--- src/rtl/mem_arbiter.sv ---
`default_nettype none
// ============================================================================
// Module   : mem_arbiter
// Purpose  : Shares one external memory port between the instruction-fetch
//            cache (IF) and the data cache (LS). Arbitrates line-fill reads
//            and store write-throughs, tags reads with a transaction ID and
//            routes returned lines back to the owning requester.
// Options  : MEM_ARB_FIXED_PRIO_EN - when defined, LS always wins a tie and
//            the round-robin pointer is not built.
// Revision : 1.0 - initial release
// ============================================================================
module mem_arbiter #(
    parameter int PA_WIDTH        = 32,
    parameter int REG_WIDTH       = 32,
    parameter int LINE_WIDTH      = 128,
    parameter int ID_WIDTH        = 3,
    parameter int MAX_OUTSTANDING = 4
) (
    input  logic                  clk,
    input  logic                  rst,
    input  logic                  i_if_req,
    input  logic [PA_WIDTH-1:0]   i_if_addr,
    output logic                  o_if_grant,
    output logic                  o_if_resp_valid,
    input  logic                  i_ls_req,
    input  logic                  i_ls_write,
    input  logic [PA_WIDTH-1:0]   i_ls_addr,
    input  logic [REG_WIDTH-1:0]  i_ls_data,
    output logic                  o_ls_grant,
    output logic                  o_ls_resp_valid,
    output logic [LINE_WIDTH-1:0] o_resp_data,
    output logic                  o_mem_enable,
    output logic                  o_mem_write,
    output logic [PA_WIDTH-1:0]   o_mem_addr,
    output logic [REG_WIDTH-1:0]  o_mem_data,
    output logic [ID_WIDTH-1:0]   o_mem_id,
    input  logic                  i_mem_ready,
    input  logic                  i_mem_enable,
    input  logic [LINE_WIDTH-1:0] i_mem_data,
    input  logic [ID_WIDTH-1:0]   i_mem_id_response,
    output logic                  o_mem_ack,
    output logic                  o_err_unknown_id
);

    localparam int                  c_DEPTH   = 1 << ID_WIDTH;
    localparam int                  c_CNT_W   = ID_WIDTH + 1;
    localparam logic [c_CNT_W-1:0]  c_MAX     = c_CNT_W'(MAX_OUTSTANDING);
    localparam logic [c_CNT_W-1:0]  c_CNT_ONE = c_CNT_W'(1);
    localparam logic [ID_WIDTH-1:0] c_ID_ONE  = ID_WIDTH'(1);

    typedef enum logic [0:0] {
        S_IDLE = 1'b0,
        S_SEND = 1'b1
    } state_t;

    state_t                r_state;
    logic [c_DEPTH-1:0]    r_valid;
    logic [c_DEPTH-1:0]    r_owner;       // 1 = LS owns the ID, 0 = IF
    logic [ID_WIDTH-1:0]   r_id_ctr;
    logic [c_CNT_W-1:0]    r_outstanding;

    logic                  r_mem_enable;
    logic                  r_mem_write;
    logic [PA_WIDTH-1:0]   r_mem_addr;
    logic [REG_WIDTH-1:0]  r_mem_data;
    logic [ID_WIDTH-1:0]   r_mem_id;
    logic                  r_if_resp_valid;
    logic                  r_ls_resp_valid;
    logic [LINE_WIDTH-1:0] r_resp_data;
    logic                  r_err_unknown_id;

    logic                  w_can_issue;
    logic                  w_read_ok;
    logic                  w_if_elig;
    logic                  w_ls_elig;
    logic                  w_grant_if;
    logic                  w_grant_ls;
    logic                  w_any_grant;
    logic                  w_alloc;
    logic                  w_ack;

`ifndef MEM_ARB_FIXED_PRIO_EN
    logic                  r_rr_ls;       // 1 = LS wins the next tie
`endif

    // Eligibility, arbitration and response hit detection. Grants are gated
    // by reset so nothing is accepted while the block is held in reset.
    always_comb begin
        w_can_issue = (r_state == S_IDLE) || i_mem_ready;
        // Allocation looks only at registered valid bits, so a slot freed this
        // cycle becomes usable next cycle.
        w_read_ok   = (r_outstanding < c_MAX) && !r_valid[r_id_ctr];
        w_if_elig   = rst && w_can_issue && i_if_req && w_read_ok;
        w_ls_elig   = rst && w_can_issue && i_ls_req && (i_ls_write || w_read_ok);
`ifdef MEM_ARB_FIXED_PRIO_EN
        w_grant_ls  = w_ls_elig;
`else
        w_grant_ls  = w_ls_elig && (r_rr_ls || !w_if_elig);
`endif
        w_grant_if  = w_if_elig && !w_grant_ls;
        w_any_grant = w_grant_if || w_grant_ls;
        w_alloc     = w_grant_if || (w_grant_ls && !i_ls_write);
        w_ack       = i_mem_enable && r_valid[i_mem_id_response];
    end

    // Request FSM plus the registered memory request fields.
    always_ff @(posedge clk or negedge rst) begin
        if (!rst) begin
            r_state      <= S_IDLE;
            r_mem_enable <= 1'b0;
            r_mem_write  <= 1'b0;
            r_mem_addr   <= '0;
            r_mem_data   <= '0;
            r_mem_id     <= '0;
        end else begin
            case (r_state)
                S_IDLE: begin
                    if (w_any_grant) begin
                        r_state <= S_SEND;
                    end
                end
                S_SEND: begin
                    if (i_mem_ready && !w_any_grant) begin
                        r_state <= S_IDLE;
                    end
                end
                default: r_state <= S_IDLE;
            endcase

            if (w_any_grant) begin
                r_mem_enable <= 1'b1;
                r_mem_write  <= w_grant_ls && i_ls_write;
                r_mem_addr   <= w_grant_ls ? i_ls_addr : i_if_addr;
                r_mem_data   <= (w_grant_ls && i_ls_write) ? i_ls_data : '0;
                r_mem_id     <= w_alloc ? r_id_ctr : '0;
            end else if (r_state == S_SEND && i_mem_ready) begin
                r_mem_enable <= 1'b0;
            end
        end
    end

    // Transaction table: allocate on read grant, free on a hitting response.
    // A hit needs a valid entry and allocation needs an invalid one, so the
    // two never touch the same slot in one cycle.
    always_ff @(posedge clk or negedge rst) begin
        if (!rst) begin
            r_valid       <= '0;
            r_owner       <= '0;
            r_id_ctr      <= '0;
            r_outstanding <= '0;
        end else begin
            if (w_ack) begin
                r_valid[i_mem_id_response] <= 1'b0;
            end
            if (w_alloc) begin
                r_valid[r_id_ctr] <= 1'b1;
                r_owner[r_id_ctr] <= w_grant_ls;
                r_id_ctr          <= r_id_ctr + c_ID_ONE;
            end
            case ({w_alloc, w_ack})
                2'b10:   r_outstanding <= r_outstanding + c_CNT_ONE;
                2'b01:   r_outstanding <= r_outstanding - c_CNT_ONE;
                default: r_outstanding <= r_outstanding;
            endcase
        end
    end

    // Response routing to the owner and the sticky unknown-ID flag.
    always_ff @(posedge clk or negedge rst) begin
        if (!rst) begin
            r_if_resp_valid  <= 1'b0;
            r_ls_resp_valid  <= 1'b0;
            r_resp_data      <= '0;
            r_err_unknown_id <= 1'b0;
        end else begin
            r_if_resp_valid <= w_ack && !r_owner[i_mem_id_response];
            r_ls_resp_valid <= w_ack &&  r_owner[i_mem_id_response];
            if (w_ack) begin
                r_resp_data <= i_mem_data;
            end
            if (i_mem_enable && !r_valid[i_mem_id_response]) begin
                r_err_unknown_id <= 1'b1;
            end
        end
    end

`ifndef MEM_ARB_FIXED_PRIO_EN
    // Round-robin pointer moves to the side that was not just granted.
    always_ff @(posedge clk or negedge rst) begin
        if (!rst) begin
            r_rr_ls <= 1'b1;
        end else if (w_grant_ls) begin
            r_rr_ls <= 1'b0;
        end else if (w_grant_if) begin
            r_rr_ls <= 1'b1;
        end
    end
`endif

    assign o_if_grant       = w_grant_if;
    assign o_ls_grant       = w_grant_ls;
    assign o_mem_ack        = w_ack;
    assign o_mem_enable     = r_mem_enable;
    assign o_mem_write      = r_mem_write;
    assign o_mem_addr       = r_mem_addr;
    assign o_mem_data       = r_mem_data;
    assign o_mem_id         = r_mem_id;
    assign o_if_resp_valid  = r_if_resp_valid;
    assign o_ls_resp_valid  = r_ls_resp_valid;
    assign o_resp_data      = r_resp_data;
    assign o_err_unknown_id = r_err_unknown_id;

endmodule
`default_nettype wire

--- config.mk ---
export PLATFORM = sky130hd
export DESIGN_NAME = mem_arbiter
export DESIGN_NICKNAME = d
export VERILOG_FILES = /design/src/rtl/mem_arbiter.sv
export SDC_FILE = /design/constraint.sdc
export NUM_CORES = 1
export LEC_CHECK = 0
export ABC_AREA = 1
export CORE_AREA = 2 2 172 174
export DETAILED_ROUTE_END_ITERATION = 10
export DIE_AREA = 0 0 174 176
export PLACE_DENSITY = 0.77
export SLEW_MARGIN = 0
export SYNTH_ARGS = -nofsm -noshare
export SYNTH_HDL_FRONTEND = slang
export SYNTH_SLANG_ARGS = --single-unit
--- constraint.sdc ---
create_clock -name clk -period 5.3 [get_ports clk]
set_input_delay 0.795 -clock clk [delete_from_list [all_inputs] [get_ports clk]]
set_output_delay 0.795 -clock clk [all_outputs]
set_load 0.1 [all_outputs]
Word-level counts from Yosys, hierarchy flattened

Index checks and enable logic that the tools add are counted.

Flip-flop bits (word level): 225
Latch bits: 0
Memory bits (writable): 0
Memory bits (read-only): 0
Input bits: 234
Output and inout bits: 203
Word-level logic and storage cells: 86
Memories kept: 0

Add/sub/neg operators: 3
Multiply operators: 0
Div/mod/pow operators: 0
Order comparisons: 5
Equal/unequal tests: 2
Shift operators: 0
Mux-type cells: 24
Bitwise logic cells: 4
Reduce and logical (&&, ||, !) cells: 33

Operators by type and width:

| kind                | count |
|---|---|
| $mux 32             | 2 |
| $logic_and 1x1->1   | 18 |
| $mux 8              | 2 |
| $mux 1              | 11 |
| $bmux 1 s3          | 3 |
| $and 8x8->8         | 1 |
| $bwmux 8            | 1 |
| $lt 3x4->1 const B  | 2 |
| $not 8->8           | 1 |
| $or 8x8->8          | 1 |
| $pmux 4 s2          | 1 |
| $logic_not 1->1     | 7 |
| $demux 1 s3         | 2 |
| $ge 3x1->1 const B  | 2 |
| $reduce_bool 2->1   | 3 |
| $logic_or 1x1->1    | 5 |
| $add 4x1->4 const B | 1 |
| $lt 4x3->1 const B  | 1 |
| $sub 4x1->4 const B | 1 |
| $add 3x1->3 const B | 1 |
| $mux 3              | 1 |
| $eq 2x1->1 const B  | 1 |
| $eq 2x2->1 const B  | 1 |
| $pmux 1 s2          | 1 |
| $not 1->1           | 1 |

Longest topological paths before layout

Gate-level depths: netlist (run 1).

Word-level depth: 15
Depth in mapped cells: 19
Gate-level depth less buffers: 18

Least setup slack after synthesis (run 1)

OpenSTA, ideal clock, no wires.

Kind: input to register
Start point: input port i_mem_id_response[0]
End point: register r_outstanding[2]
Setup time: 0.077 ns
Arrival time: 3.665 ns
Data required time: 5.223 ns
Setup slack: 1.558 ns
Stages: 16
Buffers on the path: 2
Cell sequence: buf_4 > o21ai_0 > nand2_1 > nand2_1 > nand2_1 > nand2_1 > nand2_1 > inv_2 > clkbuf_1 > ha_1 > nor2_1 > nor2_1 > ha_1 > a21oi_1 > or2_2 > a21oi_1

Longest elaborated chain between the ends: 5
Elaborated cells on any way between the ends: 7
Classes of those cells: 2 x eq/ne; 3 x mux; 2 x reduce/logical

Ends and longest elaborated chain:

| element                                                | RTL line | text |
|---|---|---|
| start, declared                                        | 40       | `input logic [ID_WIDTH-1:0] i_mem_id_response,` |
| $bmux 1 s3 *                                           | 103      | `w_ack = i_mem_enable && r_valid[i_mem_id_response];` |
| $mux 1 (not written as such) *                         | 103      |  |
| $logic_and 1x1->1 *                                    | 103      |  |
| via o_mem_ack                                          | 41       | `output logic o_mem_ack,` |
| $eq 2x1->1 / $eq 2x2->1 (equally long branches)        | 160      | `case ({w_alloc, w_ack})` |
| $pmux 4 s2 / $reduce_bool 2->1 (equally long branches) | n/a      |  |
| end signal, assigned                                   | 161      | `2'b10: r_outstanding <= r_outstanding + c_CNT_ONE;` |
| end signal, assigned                                   | 162      | `2'b01: r_outstanding <= r_outstanding - c_CNT_ONE;` |
| end signal, assigned                                   | 163      | `default: r_outstanding <= r_outstanding;` |
| end, declared                                          | 60       | `logic [c_CNT_W-1:0] r_outstanding;` |

The timed path passes the listed nets; every way through them passes the cells marked *. The select of a mux whose other input is x is not followed.
A chain may end at the register's enable or synchronous reset.

Worst setup path after layout (run 1)

Start point: register r_id_ctr[0]
End point: output port o_if_grant

Longest elaborated chain between the ends: 10
Elaborated cells on any way between the ends: 12
Classes of those cells: 2 x mux; 10 x reduce/logical

Ends and longest elaborated chain:

| element                        | RTL line | text |
|---|---|---|
| start, declared                | 59       | `logic [ID_WIDTH-1:0] r_id_ctr;` |
| start signal, assigned         | 158      | `r_id_ctr <= r_id_ctr + c_ID_ONE;` |
| $bmux 1 s3 *                   | 92       | `w_read_ok = (r_outstanding < c_MAX) && !r_valid[r_id_ctr];` |
| $mux 1 (not written as such) * | 92       |  |
| $logic_not 1->1 *              | 92       |  |
| $logic_and 1x1->1 *            | 92       |  |
| $logic_and 1x1->1              | 93       | `w_if_elig = rst && w_can_issue && i_if_req && w_read_ok;` |
| $logic_not 1->1                | 98       | `w_grant_ls = w_ls_elig && (r_rr_ls \|\| !w_if_elig);` |
| $logic_or 1x1->1               | 98       |  |
| $logic_and 1x1->1              | 98       |  |
| $logic_not 1->1                | 100      | `w_grant_if = w_if_elig && !w_grant_ls;` |
| $logic_and 1x1->1 *            | 100      |  |
| end, declared                  | 23       | `output logic o_if_grant,` |

Every way passes the cells marked *; elsewhere a longest branch is shown, timed or not. The select of a mux whose other input is x is not followed.

==> results.sh, run 1 <==
export IMPL_cts_path_max_buffers=3
export IMPL_fin_util_pct=52.0
export IMPL_drcViolationCount=0
export IMPL_start_util_pct=32.8
export IMPL_cts_buffers=26
export IMPL_dieArea_mm2=0.0306
export IMPL_numPortBuffers=436
export IMPL_clock_sinks=225
export IMPL_setup_tns_final_ns=0
export IMPL_yosys_cell_types_count=28
export IMPL_finalSetupViolCount=0
export IMPL_fin_skew_ns=0.0208
export IMPL_hold_buffers=0
export IMPL_fmax_mhz=258
export IMPL_drtPass1Iterations=5
export IMPL_syn_area_mm2=0.00937
export IMPL_gp_congestion=0.871
export IMPL_cts_resized=0
export IMPL_fill_cells=2593
export IMPL_clkTransAtPathRegs_ns=0.06
export IMPL_rsz0062_at_grt="no"
export IMPL_overflow=0
export IMPL_drive_gt1_share_pct=4.50
export IMPL_relSlewSlack_pct=21.2
export IMPL_reg2regPathDepth=16
export IMPL_grt_antenna_before_repair=2
export IMPL_worst_endpoint_arrival_ns=3.08
export IMPL_synth_seq_cells=225
export IMPL_gr_usage_all_layers_pct=19.4
export IMPL_synth_cells=1101
export IMPL_worstSetupStartpointType="register"
export IMPL_yosysSeqAreaShare_pct=60.1
export IMPL_tightest_slew_ns=1.18
export IMPL_critical_path_top_delay_family="simple AND/OR/NAND/NOR gates"
export IMPL_vias=8835
export IMPL_core_mm2=0.0285
export IMPL_yosysWarnings=0
export IMPL_placed_area_mm2=0.0139
export IMPL_reg2reg_from="r_id_ctr[0]$_DFFE_PN0P_"
export IMPL_cp_required_ns=4.51
export IMPL_synth_edf_count=0
export IMPL_pin_count=437
export IMPL_fin_cells=1918
export IMPL_avgSynthCellArea_um2=8.51
export IMPL_syn2layout_area_growth_pct=58.5
export IMPL_yosysTopAreaCell="dfrtp_1"
export IMPL_crit_fanout=33
export IMPL_drv_cap=0
export IMPL_critical_path_endpoint_type="output port"
export IMPL_rows=62
export IMPL_dp_cells=1868
export IMPL_hold_path_class="input port to asynchronous set/reset pin"
export IMPL_crit_type="register to output port"
export IMPL_grt_pass1_vias=8733
export IMPL_cp_buffers_inverters=3
export IMPL_fp_dieH_um=176
export IMPL_grt_pass1_wl_um=47800
export IMPL_yosys_area_top_type_share_pct=59.9
export IMPL_nets=1750
export IMPL_slew_violations=0
export IMPL_synth_area_leaders="dfrtp_1 (60%), nand2_1 (25%), nand3_1 (4.6%), buf_6 (1.9%), buf_2 (1.5%)"
export IMPL_grt_max_degree=181
export IMPL_dp_hpwl_um=22200
export IMPL_r2r_end="r_outstanding[2]$_DFFE_PN0P_"
export IMPL_yosysMostFrequentCell="nand2_1"
export IMPL_grtUsageMet3_pct=5.64
export IMPL_cts_tree="yes"
export IMPL_top_usage_layer="met2"
export IMPL_drtIter0Drc=571
export IMPL_post_route_period_util_pct=73.2
export IMPL_wl_per_cell_um=16.2
export IMPL_cp_common_cell="nand2_1"
export IMPL_final_min_clock_period_ns=3.88
export IMPL_netlist_top_cells_count="nand2_1 (619), dfrtp_1 (224), nand3_1 (86)"
export IMPL_path_cells="inv_2 > nand2_1 > nand3_1 > nand2_1 > nor2_2 > nand2_1 > nand2_2 > nand2_2 > nand2_2 > nand2_1 > inv_2 > buf_12"
export IMPL_critical_path_max_stage_delay_ns=0.52
export IMPL_status="completed"
export IMPL_die_w_um=174
export IMPL_root_buffer="clkbuf_16"
export IMPL_r2r_setup_slack_ns=2.02
export IMPL_insertion_delay_ns=0.55
export IMPL_postRouteAntennaNets=0
export IMPL_wl_um=31000
export IMPL_hold_violations=0
export IMPL_slowest_stage="dfrtp_1"
export IMPL_ys_flop_type="dfrtp_1"
export IMPL_vias_per_cell=4.61
export IMPL_post_cts_setup_buffers=0
export IMPL_final_cell_area_mm2=0.0148
export IMPL_async_flop_share_pct=100
export IMPL_htreeDepth=1
export IMPL_syn_nets=1339
export IMPL_use_met2_pct=34.4
export IMPL_grt_use_met1_pct=23.5
[cell type report]
type / count / area [um2] / share of cell area (%)
timing repair buffer: 441 / 4460 / 30.1
multi-input combinational: 784 / 3220 / 21.7
clock inverter: 13 / 174 / 1.17
inverter: 34 / 130 / 0.877
clock buffer: 35 / 734 / 4.95
sequential: 225 / 5630 / 37.9
tap: 384 / 480 / 3.24
antenna: 2 / 5.00 / 0.0337
[per-layer routing]
layer	part of all wire (%)	up-vias
met5	0.035	-
met4	1.8	2
met3	9.0	45
met2	50	399
met1	39	4159
li1	-	4230
[worst max-delay path by stage]
stage / startpoint / endpoint / cells past startpoint
floorplan: i_mem_id_response[0] / r_outstanding[2]$_DFFE_PN0P_ / 16
global placement: i_ls_write / o_if_grant / 8
detailed placement: i_ls_write / o_if_grant / 8
CTS: r_id_ctr[0]$_DFFE_PN0P_ / o_if_grant / 12
global route: r_id_ctr[0]$_DFFE_PN0P_ / o_if_grant / 12
finish: r_id_ctr[0]$_DFFE_PN0P_ / o_if_grant / 12
[sequential cells by signal, summed over array words and instances (netlist names)]
signal / cells
r_outstanding: 4
o_resp_data: 128
o_mem_id: 3
r_valid: 8
o_ls_resp_valid: 1
r_rr_ls: 1
o_mem_write: 1
r_owner: 8
r_state: 1
o_mem_enable: 1
o_if_resp_valid: 1
o_err_unknown_id: 1
r_id_ctr: 3
o_mem_addr: 32
o_mem_data: 32
[per-stage QoR]
step | worst slack [ns] | hold slack, ns
floorplan | 1.56 | 0.442
global placement | 1.60 | 0.458
detailed placement | 1.52 | 0.464
CTS | 1.40 | 0.127
global route | 1.20 | 0.145
finish | 1.42 | 0.132
[cell usage in the layout (no fill, tap or decap), types with 5 or more instances in the layout]
master / synthesis / final
nand2_1: 619 / 618
clkdlybuf4s50_1: 0 / 432
dfrtp_1: 224 / 224
nand3_1: 86 / 86
inv_1: 28 / 28
clkbuf_16: 0 / 26
o21ai_0: 20 / 20
nor2_1: 19 / 19
nand4_1: 11 / 11
a21oi_1: 7 / 7
clkinv_2: 0 / 6
clkbuf_8: 0 / 5
buf_12: 0 / 5
[cell families (layout without fill, tap and decap cells)]
logic type                 count (synthesis)  in the layout  synth area share [%]
and+or+nand+nor                          745            745                  31.7
DFF                                      225            225                  60.1
buffers and inverters                     92            523                  5.52
AOI/OAI and AO/OA                         31             31                  1.79
adders and majority gates                  4              4                 0.534
xor gates and xnor gates                   4              4                 0.374
other                                      0              2                     0
Power of run 1 is left out: the tool's default activity adds up to more than one toggle a clock period on the data nets, which glitch-free logic cannot reach.
==> run 2, diff against run 1 <==
Clock period 5.3 ns to 3.61 ns, I/O delays scaled along.
==> results.sh, run 2 (same netlist as run 1, synthesis figures left out) <==
export IMPL_rsz0062_at_grt="no"
export IMPL_cts_resized=0
export IMPL_met1_length_um=12000
export IMPL_postRouteAntennaNets=0
export IMPL_dieArea_mm2=0.0306
export IMPL_worstSetupStartpointType="register"
export IMPL_crit_type="register to output port"
export IMPL_vias_per_cell=4.62
export IMPL_rows=62
export IMPL_gp_congestion=0.865
export IMPL_cts_buffers=26
export IMPL_grt_pass1_vias=8868
export IMPL_final_min_clock_period_ns=3.13
export IMPL_cts_tree="yes"
export IMPL_drtPass1Iterations=5
export IMPL_layout_commonest_cell="nand2_1"
export IMPL_setup_tns_final_ns=0
export IMPL_critical_path_endpoint_type="output port"
export IMPL_start_util_pct=32.8
export IMPL_routed_wl_met2_um=15400
export IMPL_cp_required_ns=3.07
export IMPL_numPortBuffers=436
export IMPL_fin_util_pct=52.3
export IMPL_drtIter0Drc=666
export IMPL_root_buffer="clkbuf_16"
export IMPL_post_route_period_util_pct=86.7
export IMPL_largest_reg_flops=128
export IMPL_htreeDepth=1
export IMPL_post_cts_setup_buffers=0
export IMPL_topRoutingLayerUsed="met5"
export IMPL_grt_pass1_wl_um=48300
export IMPL_gr_usage_all_layers_pct=19.6
export IMPL_relSlewSlack_pct=27.7
export IMPL_placed_area_mm2=0.0140
export IMPL_grt_antenna_before_repair=2
export IMPL_clock_sinks=225
export IMPL_die_w_um=174
export IMPL_grt_max_degree=137
export IMPL_hold_path_class="input port to asynchronous set/reset pin"
export IMPL_drcViolationCount=0
export IMPL_core_mm2=0.0285
export IMPL_pin_count=437
export IMPL_clkTransAtPathRegs_ns=0.06
export IMPL_fp_dieH_um=176
export IMPL_wl_per_cell_um=16.1
export IMPL_insertion_delay_ns=0.54
export IMPL_syn2layout_area_growth_pct=59.4
export IMPL_hold_violations=0
export IMPL_overflow=0
export IMPL_vias=8875
export IMPL_wl_um=31000
export IMPL_dp_hpwl_um=22500
export IMPL_fin_skew_ns=0.0170
export IMPL_worst_endpoint_arrival_ns=2.59
export IMPL_wl_met3_um=2760
export IMPL_drv_cap=0
export IMPL_drive_gt1_share_pct=5.01
export IMPL_crit_fanout=20
export IMPL_fmax_mhz=319
export IMPL_final_cell_area_mm2=0.0149
export IMPL_finalSetupViolCount=0
export IMPL_tightest_slew_ns=1.08
export IMPL_status="completed"
export IMPL_nets=1757
export IMPL_slew_violations=0
export IMPL_cts_path_max_buffers=3
export IMPL_final_cell_mix="nand2_1 (618), clkdlybuf4s50_1 (431), dfrtp_1 (224), nand3_1 (86), inv_1 (28)"
run 2: cell count changes in the layout (fill, tap and decap cells not counted):
cell	delta
inv_6	+1
clkinvlp_4	-1
clkbuf_1	-2
clkdlybuf4s50_1	-1
clkinv_2	-2
buf_12	+1
buf_4	+6
dlygate4sd3_1	+1
clkbuf_8	+3
diode_2	-1
run 2: worst paths after layout:
| path | end | slack (ns) | cells after the start | from |
|---|---|---|---|---|
| min reg2reg | o_resp_data[22]$_DFFE_PN0P_ | 0.48 | 2 | o_resp_data[22]$_DFFE_PN0P_ |
| max reg2reg | r_outstanding[2]$_DFFE_PN0P_ | 0.81 | 18 | r_id_ctr[0]$_DFFE_PN0P_ |
| min in group clk | o_resp_data[22]$_DFFE_PN0P_ | 0.48 | 2 | o_resp_data[22]$_DFFE_PN0P_ |
| max | o_if_grant | 0.48 | 13 | r_id_ctr[0]$_DFFE_PN0P_ |
| max in group asynchronous | o_resp_data[24]$_DFFE_PN0P_ | 1.87 | 3 | rst |
| min | r_state$_DFF_PN0_ | 0.43 | 2 | rst |
run 2: area by class of cell:
class | count | area (um2)
Multi-Input combinational cell | 784 | 3220
Clock buffer | 36 | 768
Sequential cell | 225 | 5630
Tap cell | 384 | 480
Fill cell | 2589 | 13600
Timing Repair Buffer | 448 | 4530
Antenna cell | 1 | 2.50
Clock inverter | 11 | 165
Inverter | 34 | 130
run 2: metal layers:
layer,vias up,track usage (%)
met3,52,5.58
met2,415,34.7
met1,4167,23.3
met4,2,5.88
li1,4239,-
met5,-,0
run 2: repair_timing:
item / 4_1_cts / 5_1_grt
hold endpoints to repair: 18 / 0
hold buffers: 1 / 0
setup endpoints to repair: 0 / 0
run 2: stage by stage:
stage	hold WS, ns	setup slack [ns]	std cells
after floorplan	0.246	0.122	1101
after global placement	0.382	0.499	1874
after global routing	0.422	0.256	1923
final	0.431	0.479	1923
after CTS	0.391	0.463	1922
after detailed placement	0.386	0.281	1874
run 2: critical path, stage by stage (launching register included):
cell and delay (ns):
dfrtp_1 0.52, inv_2 0.20, nand2_1 0.07, nand3_1 0.06, nand2_1 0.07, nor2_2 0.15
nand2_1 0.08, nand2_2 0.09, nand2_2 0.09, nand2_2 0.11, buf_4 0.24, nand2_1 0.09
inv_2 0.09, buf_12 0.18
Power of run 2 is left out for the same reason.
